`config.mk`:
```
export PLATFORM = sky130hd
export DESIGN_NAME = inst_encoder
export DESIGN_NICKNAME = d
export VERILOG_FILES = /design/src/rtl/inst_encoder.sv
export SDC_FILE = /design/constraint.sdc
export NUM_CORES = 1
export LEC_CHECK = 0
export CAP_MARGIN = 20
export CORE_MARGIN = 4
export CORE_UTILIZATION = 54
export DETAILED_ROUTE_END_ITERATION = 8
export GPL_TIMING_DRIVEN = 0
export PLACE_DENSITY = 0.85
export SYNTH_ARGS = -nofsm -noshare
export SYNTH_HDL_FRONTEND = slang
export SYNTH_SLANG_ARGS = --single-unit
```
`constraint.sdc`:
```
create_clock -name i_clk -period 4 [get_ports i_clk]
set_clock_uncertainty 0.2 [all_clocks]
set_input_delay 0.8 -clock i_clk [delete_from_list [all_inputs] [get_ports i_clk]]
set_output_delay 0.8 -clock i_clk [all_outputs]
set_load 0.005 [all_outputs]
```
`src/rtl/inst_encoder.sv`:
```
`timescale 1ns/1ps
// inst_encoder: packs decoded RV32I field bundles into 32-bit instruction words
// paired with an auto-incrementing imem byte address, via a two-stage valid/ready pipeline.
module inst_encoder #(
    parameter logic [31:0] BASE_ADDR   = 32'h0000_0000,
    parameter int unsigned DEPTH_WORDS = 2048
) (
    input  logic        i_clk,
    input  logic        i_reset,
    input  logic        i_flush,
    input  logic        i_valid,
    output logic        o_ready,
    input  logic [4:0]  i_op,
    input  logic [4:0]  i_rd,
    input  logic [4:0]  i_rs1,
    input  logic [4:0]  i_rs2,
    input  logic [2:0]  i_funct3,
    input  logic [6:0]  i_funct7,
    input  logic [31:0] i_imm,
    output logic        o_valid,
    input  logic        i_ready,
    output logic [31:0] o_inst,
    output logic [31:0] o_addr,
    output logic        o_err,
    output logic [15:0] o_err_cnt
);

    localparam logic [4:0] OP_IMM    = 5'b00100;
    localparam logic [4:0] OP_LOAD   = 5'b00000;
    localparam logic [4:0] OP_JALR   = 5'b11001;
    localparam logic [4:0] OP_STORE  = 5'b01000;
    localparam logic [4:0] OP_BRANCH = 5'b11000;
    localparam logic [4:0] OP_JAL    = 5'b11011;
    localparam logic [4:0] OP_LUI    = 5'b01101;
    localparam logic [4:0] OP_AUIPC  = 5'b00101;
    localparam logic [4:0] OP_REG    = 5'b01100;

    localparam logic [31:0] NOP_INST  = 32'h0000_0013;
    localparam logic [31:0] LAST_ADDR = BASE_ADDR + 32'(4 * (DEPTH_WORDS - 1));

    logic        s1_valid;
    logic [4:0]  s1_op;
    logic [4:0]  s1_rd;
    logic [4:0]  s1_rs1;
    logic [4:0]  s1_rs2;
    logic [2:0]  s1_funct3;
    logic [6:0]  s1_funct7;
    logic [31:0] s1_imm;

    logic        s2_valid;
    logic [31:0] s2_inst;
    logic        s2_err;

    logic [31:0] addr_q;
    logic [15:0] err_cnt_q;

    logic        in_fire;
    logic        out_fire;
    logic        s1_advance;

    logic        fits_12;
    logic        fits_b;
    logic        fits_j;
    logic        lui_aligned;
    logic        enc_legal;
    logic [24:0] enc_body;
    logic [31:0] enc_inst;

    // S1 may move into S2 whenever S2 is empty or is handing its word off this cycle.
    assign out_fire   = s2_valid && i_ready;
    assign s1_advance = s1_valid && (!s2_valid || i_ready);
    assign o_ready    = !i_flush && (!s1_valid || s1_advance);
    assign in_fire    = i_valid && o_ready;

    // A value fits a signed N-bit field when every bit above the sign bit repeats it.
    assign fits_12     = (s1_imm[31:11] == {21{s1_imm[11]}});
    assign fits_b      = (s1_imm[31:12] == {20{s1_imm[12]}}) && !s1_imm[0];
    assign fits_j      = (s1_imm[31:20] == {12{s1_imm[20]}}) && !s1_imm[0];
    assign lui_aligned = (s1_imm[11:0] == 12'd0);

    always_comb begin
        enc_legal = 1'b0;
        enc_body  = '0;
        case (s1_op)
            OP_IMM, OP_LOAD, OP_JALR: begin
                enc_legal = fits_12;
                enc_body  = {s1_imm[11:0], s1_rs1, s1_funct3, s1_rd};
            end
            OP_STORE: begin
                enc_legal = fits_12;
                enc_body  = {s1_imm[11:5], s1_rs2, s1_rs1, s1_funct3, s1_imm[4:0]};
            end
            OP_BRANCH: begin
                enc_legal = fits_b;
                enc_body  = {s1_imm[12], s1_imm[10:5], s1_rs2, s1_rs1, s1_funct3,
                             s1_imm[4:1], s1_imm[11]};
            end
            OP_JAL: begin
                enc_legal = fits_j;
                enc_body  = {s1_imm[20], s1_imm[10:1], s1_imm[11], s1_imm[19:12], s1_rd};
            end
            OP_LUI, OP_AUIPC: begin
                enc_legal = lui_aligned;
                enc_body  = {s1_imm[31:12], s1_rd};
            end
            OP_REG: begin
                enc_legal = 1'b1;
                enc_body  = {s1_funct7, s1_rs2, s1_rs1, s1_funct3, s1_rd};
            end
            default: begin
                enc_legal = 1'b0;
                enc_body  = '0;
            end
        endcase
        enc_inst = enc_legal ? {enc_body, s1_op, 2'b11} : NOP_INST;
    end

    always_ff @(posedge i_clk) begin
        if (i_reset || i_flush) begin
            s1_valid <= 1'b0;
        end else if (in_fire) begin
            s1_valid <= 1'b1;
        end else if (s1_advance) begin
            s1_valid <= 1'b0;
        end
    end

    always_ff @(posedge i_clk) begin
        if (i_reset) begin
            s1_op     <= '0;
            s1_rd     <= '0;
            s1_rs1    <= '0;
            s1_rs2    <= '0;
            s1_funct3 <= '0;
            s1_funct7 <= '0;
            s1_imm    <= '0;
        end else if (in_fire) begin
            s1_op     <= i_op;
            s1_rd     <= i_rd;
            s1_rs1    <= i_rs1;
            s1_rs2    <= i_rs2;
            s1_funct3 <= i_funct3;
            s1_funct7 <= i_funct7;
            s1_imm    <= i_imm;
        end
    end

    always_ff @(posedge i_clk) begin
        if (i_reset) begin
            s2_valid <= 1'b0;
            s2_inst  <= '0;
            s2_err   <= 1'b0;
        end else if (i_flush) begin
            s2_valid <= 1'b0;
        end else if (s1_advance) begin
            s2_valid <= 1'b1;
            s2_inst  <= enc_inst;
            s2_err   <= !enc_legal;
        end else if (out_fire) begin
            s2_valid <= 1'b0;
        end
    end

    // Flush rewinds the address but deliberately keeps the illegal-bundle count.
    always_ff @(posedge i_clk) begin
        if (i_reset) begin
            addr_q    <= BASE_ADDR;
            err_cnt_q <= '0;
        end else if (i_flush) begin
            addr_q <= BASE_ADDR;
        end else if (out_fire) begin
            addr_q <= (addr_q == LAST_ADDR) ? BASE_ADDR : addr_q + 32'd4;
            if (s2_err && (err_cnt_q != 16'hFFFF)) begin
                err_cnt_q <= err_cnt_q + 16'd1;
            end
        end
    end

    assign o_valid   = s2_valid;
    assign o_inst    = s2_inst;
    assign o_err     = s2_err;
    assign o_addr    = addr_q;
    assign o_err_cnt = err_cnt_q;

endmodule

```
Word-level counts from Yosys, hierarchy flattened
Index checks and enable logic that the tools add are counted.
{"block": "word_totals", "ff_bits": 145, "elab_cells": 62}
{"block": "op_classes", "n_addsub": 2, "eq_ne": 13, "n_mux": 8, "bitwise": 1, "reduce_logical": 25}
{"cell": "25-bit one-hot mux with 6 select lines", "n": 1}
{"cell": "32-bit 2-to-1 mux", "n": 2}
{"cell": "32-bit by 3-bit adder with 32-bit output (second input constant)", "n": 1}
{"cell": "32-bit by 13-bit equality test with 1-bit output (second input constant)", "n": 1}
{"cell": "20-bit equality test", "n": 1}
{"cell": "19-bit equality test", "n": 1}
{"cell": "16-bit by 1-bit adder with 16-bit output (second input constant)", "n": 1}
{"cell": "16-bit inequality test (second input constant)", "n": 1}
{"cell": "5-bit by 4-bit equality test with 1-bit output (second input constant)", "n": 3}
{"cell": "5-bit equality test (second input constant)", "n": 3}
{"cell": "12-bit zero test", "n": 1}
{"cell": "11-bit equality test", "n": 1}
{"cell": "5-bit by 3-bit equality test with 1-bit output (second input constant)", "n": 2}
{"cell": "1-bit logical AND", "n": 7}
{"cell": "1-bit zero test", "n": 5}
{"cell": "5-bit zero test", "n": 1}
{"cell": "1-bit one-hot mux with 5 select lines", "n": 1}
{"cell": "1-bit 2-to-1 mux", "n": 4}
{"cell": "2-bit nonzero test", "n": 2}
{"cell": "2-bit OR reduction", "n": 2}
{"cell": "4-bit OR reduction", "n": 1}
{"cell": "1-bit logical OR", "n": 3}
{"cell": "3-bit AND reduction", "n": 1}
{"cell": "3-bit OR reduction", "n": 1}
{"cell": "2 further kinds", "n": 2}

Longest topological paths before layout
Gate-level depths: netlist of run 1.
{"block": "logic_depth", "ltp_word": 7, "depth_mapped": 7, "ltp_nobuf": 6}

Least setup slack after synthesis of run 1
Ideal clock, no wire load.
{"block": "synth_path", "kind": "input-to-reg", "from": "in i_ready", "to": "reg s2_inst[21] (netlist: o_inst[21])", "setup_ns": 0.069, "arrival_time_ns": 2.175, "path_slack_ns": 1.556, "stages": 7, "path_buffers": 2, "cell_sequence": "nor2b_1 -> or3b_1 -> clkbuf_1 -> nor2_1 -> clkbuf_1 -> a41oi_1 -> o21ai_1"}
{"block": "synth_via", "elab_chain_cells": 3}
{"element": "start: declaration", "line": "21", "rtl": "input logic i_ready,"}
{"element": "1-bit logical OR", "line": "71", "rtl": "assign s1_advance = s1_valid && (!s2_valid || i_ready);"}
{"element": "1-bit logical AND", "line": "71"}
{"element": "2-bit AND reduction (no line)"}
{"element": "end signal: assignment", "line": "157", "rtl": "s2_inst <= enc_inst;"}
{"element": "end: declaration", "line": "51", "rtl": "logic [31:0] s2_inst;"}
Every way passes these cells.
A chain may end at the register's enable or synchronous reset.

Worst setup path in the final report of run 1
{"block": "layout_path", "from": "in i_ready", "to": "out o_ready"}
{"block": "layout_via", "elab_chain_cells": 4}
{"element": "1-bit logical OR", "line": "71"}
{"element": "1-bit logical AND", "line": "71"}
{"element": "1-bit logical OR", "line": "72", "rtl": "assign o_ready = !i_flush && (!s1_valid || s1_advance);"}
{"element": "1-bit logical AND", "line": "72"}
{"element": "end: declaration", "line": "12", "rtl": "output logic o_ready,"}
Every way passes these cells.

==> flow_metrics.py, run 1 <==
metrics = {
    "outcome": {
        "status": "finished with violations",
        "violations": "design-rule violations",
    },
    "floorplan": {
        "die_w_um": 118.4,
        "die_area_um2": 14010,
        "coreArea_um2": 11960,
        "start_util_pct": 55.00,
        "row_count": 40,
        "die_h_um": 118.4,
        "io_pins": 150,
    },
    "place": {
        "preCtsSetupSlack_ps": 573.1,
        "gp_congestion": 0.9637,
        "port_buffers": 146,
        "post-place-cells": 1115,
        "dpl.hpwl_mm": 14.03,
    },
    "hold_path": {
        "hold_class": "register to register",
    },
    "synthesis": {
        "ys_ff_latch": 142,
        "syn_avg_cell_area_um2": 8.013,
        "synthArstFlopShare_pct": 0,
        "synth.most_common_cell": "nand2_1",
        "postSynthCellCount": 821,
        "synth_area_leader_cell": "dfxtp_1",
        "yosys-top-cells-area": "dfxtp_1 43%, nand2_1 9.6%, a21oi_1 5.7%, nor2_1 3.3%, xor2_1 2.9%",
        "syn_area_um2": 6579,
        "synth_common_cells": "168 x nand2_1, 142 x dfxtp_1, 75 x a21oi_1, 58 x nor2_1, 48 x clkbuf_1",
        "ys_warn_count": 0,
        "yosysUniqueCellTypes": 58,
        "synth_top_area_share_pct": 43.21,
        "synth_ff_type": "dfxtp_1",
        "seq_area_frac_synth_pct": 43.21,
        "synth_edf_count": 0,
    },
    "route": {
        "via_count": 6945,
        "wl_mm": 19.84,
        "first_pass_iters": 9,
        "wire_per_inst_um": 17.31,
        "vias_per_cell": 6.060,
        "drtIter0Drc": 1176,
        "ant_nets": 0,
        "drc": 3,
    },
    "clocking": {
        "post_cts_resized": 0,
        "path_clk_slew_ps": 60,
        "ctsHoldBuffers": 0,
        "insertion_delay_ps": 420,
        "tritoncts": "built",
        "numCtsBuffers": 17,
        "htree_levels": 4,
        "cts.sink_count": 142,
        "post_cts_buffers": 0,
        "cts_root_buf": "clkbuf_16",
        "cts_buffer_depth": 2,
    },
    "finish": {
        "multiInputGateArea_um2": 3451,
        "syn_to_final_growth_pct": 34.63,
        "n_fill_cell": 927,
        "drive_gt1_share_pct": 5.105,
        "stdcell_count": 1146,
        "antenna_cells": 0,
        "fin_nets": 1057,
        "regArea_um2": 2843,
    },
    "sta": {
        "slew_viol_final": 0,
        "worst_slew_pin_slew_ps": 765.0,
        "hold_viol": 0,
        "max_freq_mhz": 302.2,
        "fin_crit_ps": 3309,
        "rsz0062_at_grt": "no",
        "finalWorstSetupSlack_ps": 690.6,
        "fin_setup_tns_ps": 0,
        "slew_headroom_pct": 49.00,
        "final-setup-viol-count": 0,
        "period_share_pct": 82.73,
    },
    "grt": {
        "grt_pass1_wl_mm": 32.00,
        "first_global_vias": 6480,
        "grt.overflow.total": 0,
        "grt_max_degree": 17,
        "antenna_found_initial": 0,
        "grt_use_total_pct": 27.90,
    },
    "setup_path": {
        "crit_fanout": 6,
        "critPathSlowestCell": "clkdlybuf4s50_1",
        "path_cells": "clkdlybuf4s50_1 > nor2b_1 > a21oi_1 > clkdlybuf4s50_1",
        "slowest_delay_ps": 570,
        "worstPathArrival_ps": 2310,
        "cp-end-kind": "output port",
        "critPathTopFamily": "buffers and inverters",
        "crit_top_cell": "clkdlybuf4s50_1",
        "startpoint_type": "input port",
        "required_ps": 3000,
        "critical_path_buf_inv_count": 2,
        "crit_type": "input port to output port",
    },
    "job": {
        "cap_violations": 0,
    },
    "power": {
        "peakVddDrop_v": 0.0002466,
        "p_per_area_nw_per_um2": 391.1,
        "p_leak_nw": 3.072,
    },
}
## state kept, by name, summed over array words and instances (netlist names)
signal     cells
o_addr        30
o_err          1
o_err_cnt     16
o_inst        31
o_valid        1
s1_funct3      3
s1_funct7      7
s1_imm        32
s1_op          5
s1_rd          5
s1_rs1         5
s1_rs2         5
s1_valid       1
## final cells by class
type                            count  share of cell area [%]
Inverter                            8                  0.3390
Clock buffer                       19                   5.001
Tap cell                          147                   2.077
Multi-Input combinational cell    611                   38.96
Buffer                             61                   2.924
Timing Repair Buffer              146                   16.50
Sequential cell                   142                   32.09
Clock inverter                     12                   2.105
## layer usage
metal,wire [um],up-vias,GRT usage [%]
li1,-,3269,-
met1,8153,3183,36.81
met2,9072,418,44.19
met3,1900,75,6.077
met4,715,0,12.02
met5,0,-,0
## placed cells by master, fill, tap and decap left out, drive strengths merged, types with 9 or more instances in the layout
cell,count
nand2,168
clkdlybuf4s50,146
dfxtp,142
a21oi,75
clkbuf,67
nor2,58
nand3,33
and3,29
o21ai,27
xor2,22
xnor2,19
a41oi,18
nand4,17
nor3,17
nor4,15
a22o,13
buf,13
inv,10
a31oi,9
or3,9
## final timing paths
| path | from | end | slack, ps | depth (start not counted) |
|---|---|---|---|---|
| max reg2reg | s1_imm[25] | o_inst[17] | 1150 | 6 |
| max | i_ready | o_ready | 690 | 4 |
| min reg2reg | s1_rd[3] | s1_rd[3] | 260 | 2 |
| min | s1_rd[3] | s1_rd[3] | 260 | 2 |
## worst register-to-register path, delay by kind of cell (launching register included)
family,cells,cell delay [ps]
flip-flops,1,400
AND/OR/NAND/NOR,2,820
buffers and inverters,1,410
AO/OA/AOI/OAI,3,970
## metrics by stage
stage	instance area, um2	hold slack [ps]	utilization (%)	power (mW)
2_1_floorplan	6583	236.0	-	1.664
3_3_place_gp	8228	242.8	68.79	1.801
3_5_place_dp	8228	250.2	68.79	1.804
4_1_cts	8857	256.0	74.05	3.466
5_1_grt	8857	276.5	74.05	3.561
6_report	8857	256.3	74.05	3.464
## where the power goes
part | switching, mW | internal [mW] | leakage [nW]
registers | 0.0378 | 1.45 | 1.15
logic | 0.165 | 0.136 | 1.62
clock network | 0.614 | 1.06 | 0.296
total | 0.817 | 2.65 | 3.07
## cells by family after synthesis
group,Yosys count,synth area share (%)
buffers and inverters,69,4.393
other,1,0.05700
AOI/OAI and AO/OA,180,18.16
and+or+nand+nor,384,27.98
xor gates and xnor gates,41,5.458
DFF,142,43.21
muxes,1,0.1712
adders and majority gates,3,0.5706
(Power assumes the default switching activity.)
==> inputs of run 2 (changes only) <==
CORE_UTILIZATION = 51   (was 54)
PLACE_DENSITY = 0.81   (was 0.85)
clock period = 3.4 ns   (was 4 ns; I/O delays follow)
==> run 2 against run 1 <==
Net effect: the flow still finishes with violations (design-rule violations); via count down 3.8%; design area about the same; critical path depth unchanged; non-clock buffer count unchanged; count of clock-buffer cells in the layout up 8; setup slack worse by 370 ps; largest power group unchanged.
==> flow_metrics.py, run 2 (same netlist as run 1, synthesis figures left out) <==
metrics = {
    "finish": {
        "n_fill_cell": 1030,
        "antenna_cells": 0,
        "multiInputGateArea_um2": 3451,
        "final_cell_mix": "168 x nand2_1, 146 x clkdlybuf4s50_1, 142 x dfxtp_1, 75 x a21oi_1, 58 x nor2_1",
        "final_common_cell": "nand2_1",
        "fin_nets": 1057,
        "syn_to_final_growth_pct": 34.52,
        "largest_reg_flops": 32,
        "top_register": "s1_imm",
        "regArea_um2": 2843,
        "drive_gt1_share_pct": 4.800,
    },
    "sta": {
        "hold_viol": 0,
        "slew_headroom_pct": 47.84,
        "rsz0062_at_grt": "no",
        "period_share_pct": 90.60,
        "max_freq_mhz": 324.6,
        "fin_crit_ps": 3081,
        "slew_viol_final": 0,
        "holdWs_ps": 256.1,
        "worst_slew_pin_slew_ps": 782.4,
        "final-setup-viol-count": 0,
        "fin_setup_tns_ps": 0,
    },
    "clocking": {
        "cts_buffer_depth": 2,
        "tritoncts": "built",
        "cts_root_buf": "clkbuf_16",
        "insertion_delay_ps": 420,
        "cts.sink_count": 142,
        "numCtsBuffers": 17,
        "htree_levels": 4,
        "post_cts_buffers": 0,
        "ctsHoldBuffers": 0,
        "path_clk_slew_ps": 60,
        "post_cts_resized": 0,
    },
    "setup_path": {
        "startpoint_type": "input port",
        "cp-end-kind": "output port",
        "worstPathArrival_ps": 2200,
        "reg2reg_slack_ps": 660,
        "crit_type": "input port to output port",
        "slowest_delay_ps": 580,
        "critPathSlowestCell": "clkdlybuf4s50_1",
        "crit_top_cell": "clkdlybuf4s50_1",
        "required_ps": 2520,
        "path_cells": "clkdlybuf4s50_1 > nor2b_1 > a21oi_1 > clkdlybuf4s50_1",
        "crit_fanout": 6,
    },
    "grt": {
        "grt_pass1_wl_mm": 29.93,
        "grt_max_degree": 17,
        "antenna_found_initial": 0,
        "grt.overflow.total": 0,
        "grt_use_total_pct": 25.24,
        "first_global_vias": 6074,
    },
    "route": {
        "drtIter0Drc": 916,
        "ant_nets": 0,
        "vias_per_cell": 5.698,
        "via_count": 6678,
        "first_pass_iters": 9,
        "wl_mm": 19.11,
        "drc": 2,
        "wire_per_inst_um": 16.31,
    },
    "place": {
        "port_buffers": 146,
        "dpl.hpwl_mm": 13.98,
        "gp_congestion": 0.9642,
    },
    "power": {
        "p_leak_nw": 3.063,
        "peakVddDrop_v": 0.0003485,
        "p_per_area_nw_per_um2": 445.7,
        "total_power_mw": 3.944,
    },
    "floorplan": {
        "start_util_pct": 52.13,
        "die_h_um": 121.6,
        "die_w_um": 121.6,
        "io_pins": 150,
        "row_count": 41,
        "coreArea_um2": 12620,
        "die_area_um2": 14780,
    },
    "outcome": {
        "violations": "design-rule violations",
        "status": "finished with violations",
    },
    "job": {
        "cap_violations": 0,
    },
    "hold_path": {
        "hold_class": "register to register",
    },
}
[run 2: cell types whose count changed in the layout (fill, tap and decap cells not counted), sizes merged]
cell	before	now
bufinv	4	2
clkbuf	67	75
clkinv	3	2
clkinvlp	3	1
inv	10	8
[run 2: metrics by stage]
stage | instances | setup slack (ps) | util (%) | instance area [um2]
final | 1172 | 319.5 | 70.13 | 8850
after global routing | 1172 | 233.6 | 70.13 | 8850
after CTS | 1172 | 311.3 | 70.13 | 8850
after detailed placement | 1140 | 89.62 | 65.45 | 8259
after global placement | 1140 | 83.90 | 65.45 | 8259
after floorplan | 822 | 1076 | - | 6583
[run 2: power by group]
part           internal (mW)  leakage [nW]  total [mW]  switching, mW
logic                  0.160          1.62       0.352          0.192
clock network           1.18         0.288        1.85          0.671
registers               1.70          1.15        1.75         0.0420
total                   3.04          3.06        3.94          0.905
[run 2: cell type report]
class                   instances  share of cell area [%]
well taps                     172                   2.432
clock buffers                  27                   5.797
plain buffers                  61                   2.927
inverters                       8                  0.3393
clock inverters                 5                  0.8766
flip-flops and latches        142                   32.12
multi-input cells             611                   38.99
repair buffers                146                   16.51
[run 2: layer usage]
layer  global-route usage [%]  vias to the layer above  wire (um)
li1                         -                     3263          -
met1                    33.91                     3038       8129
met2                    39.69                      323       8801
met3                    6.639                       54       1726
met4                    8.403                        0        453
met5                        0                        -          0
[run 2: path summary, 6_finish.rpt]
| kind | from | to | cells after the start |
|---|---|---|---|
| min | s1_funct3[1] | s1_funct3[1] | 2 |
| max reg2reg | s1_imm[25] | o_inst[17] | 6 |
| min reg2reg | s1_funct3[1] | s1_funct3[1] | 2 |
| max | i_ready | o_ready | 4 |
[run 2: worst max-delay path, delay by kind of cell]
family | cells | cell delay, ps
compound gates | 1 | 240
buf+inv | 2 | 1160
simple gates | 1 | 130
==> inputs of run 3 (changes only) <==
GPL_ROUTABILITY_DRIVEN = 0   (was not set)
==> results of run 3 <==
The final DEF is identical to that of run 2; final timing and power are the same.
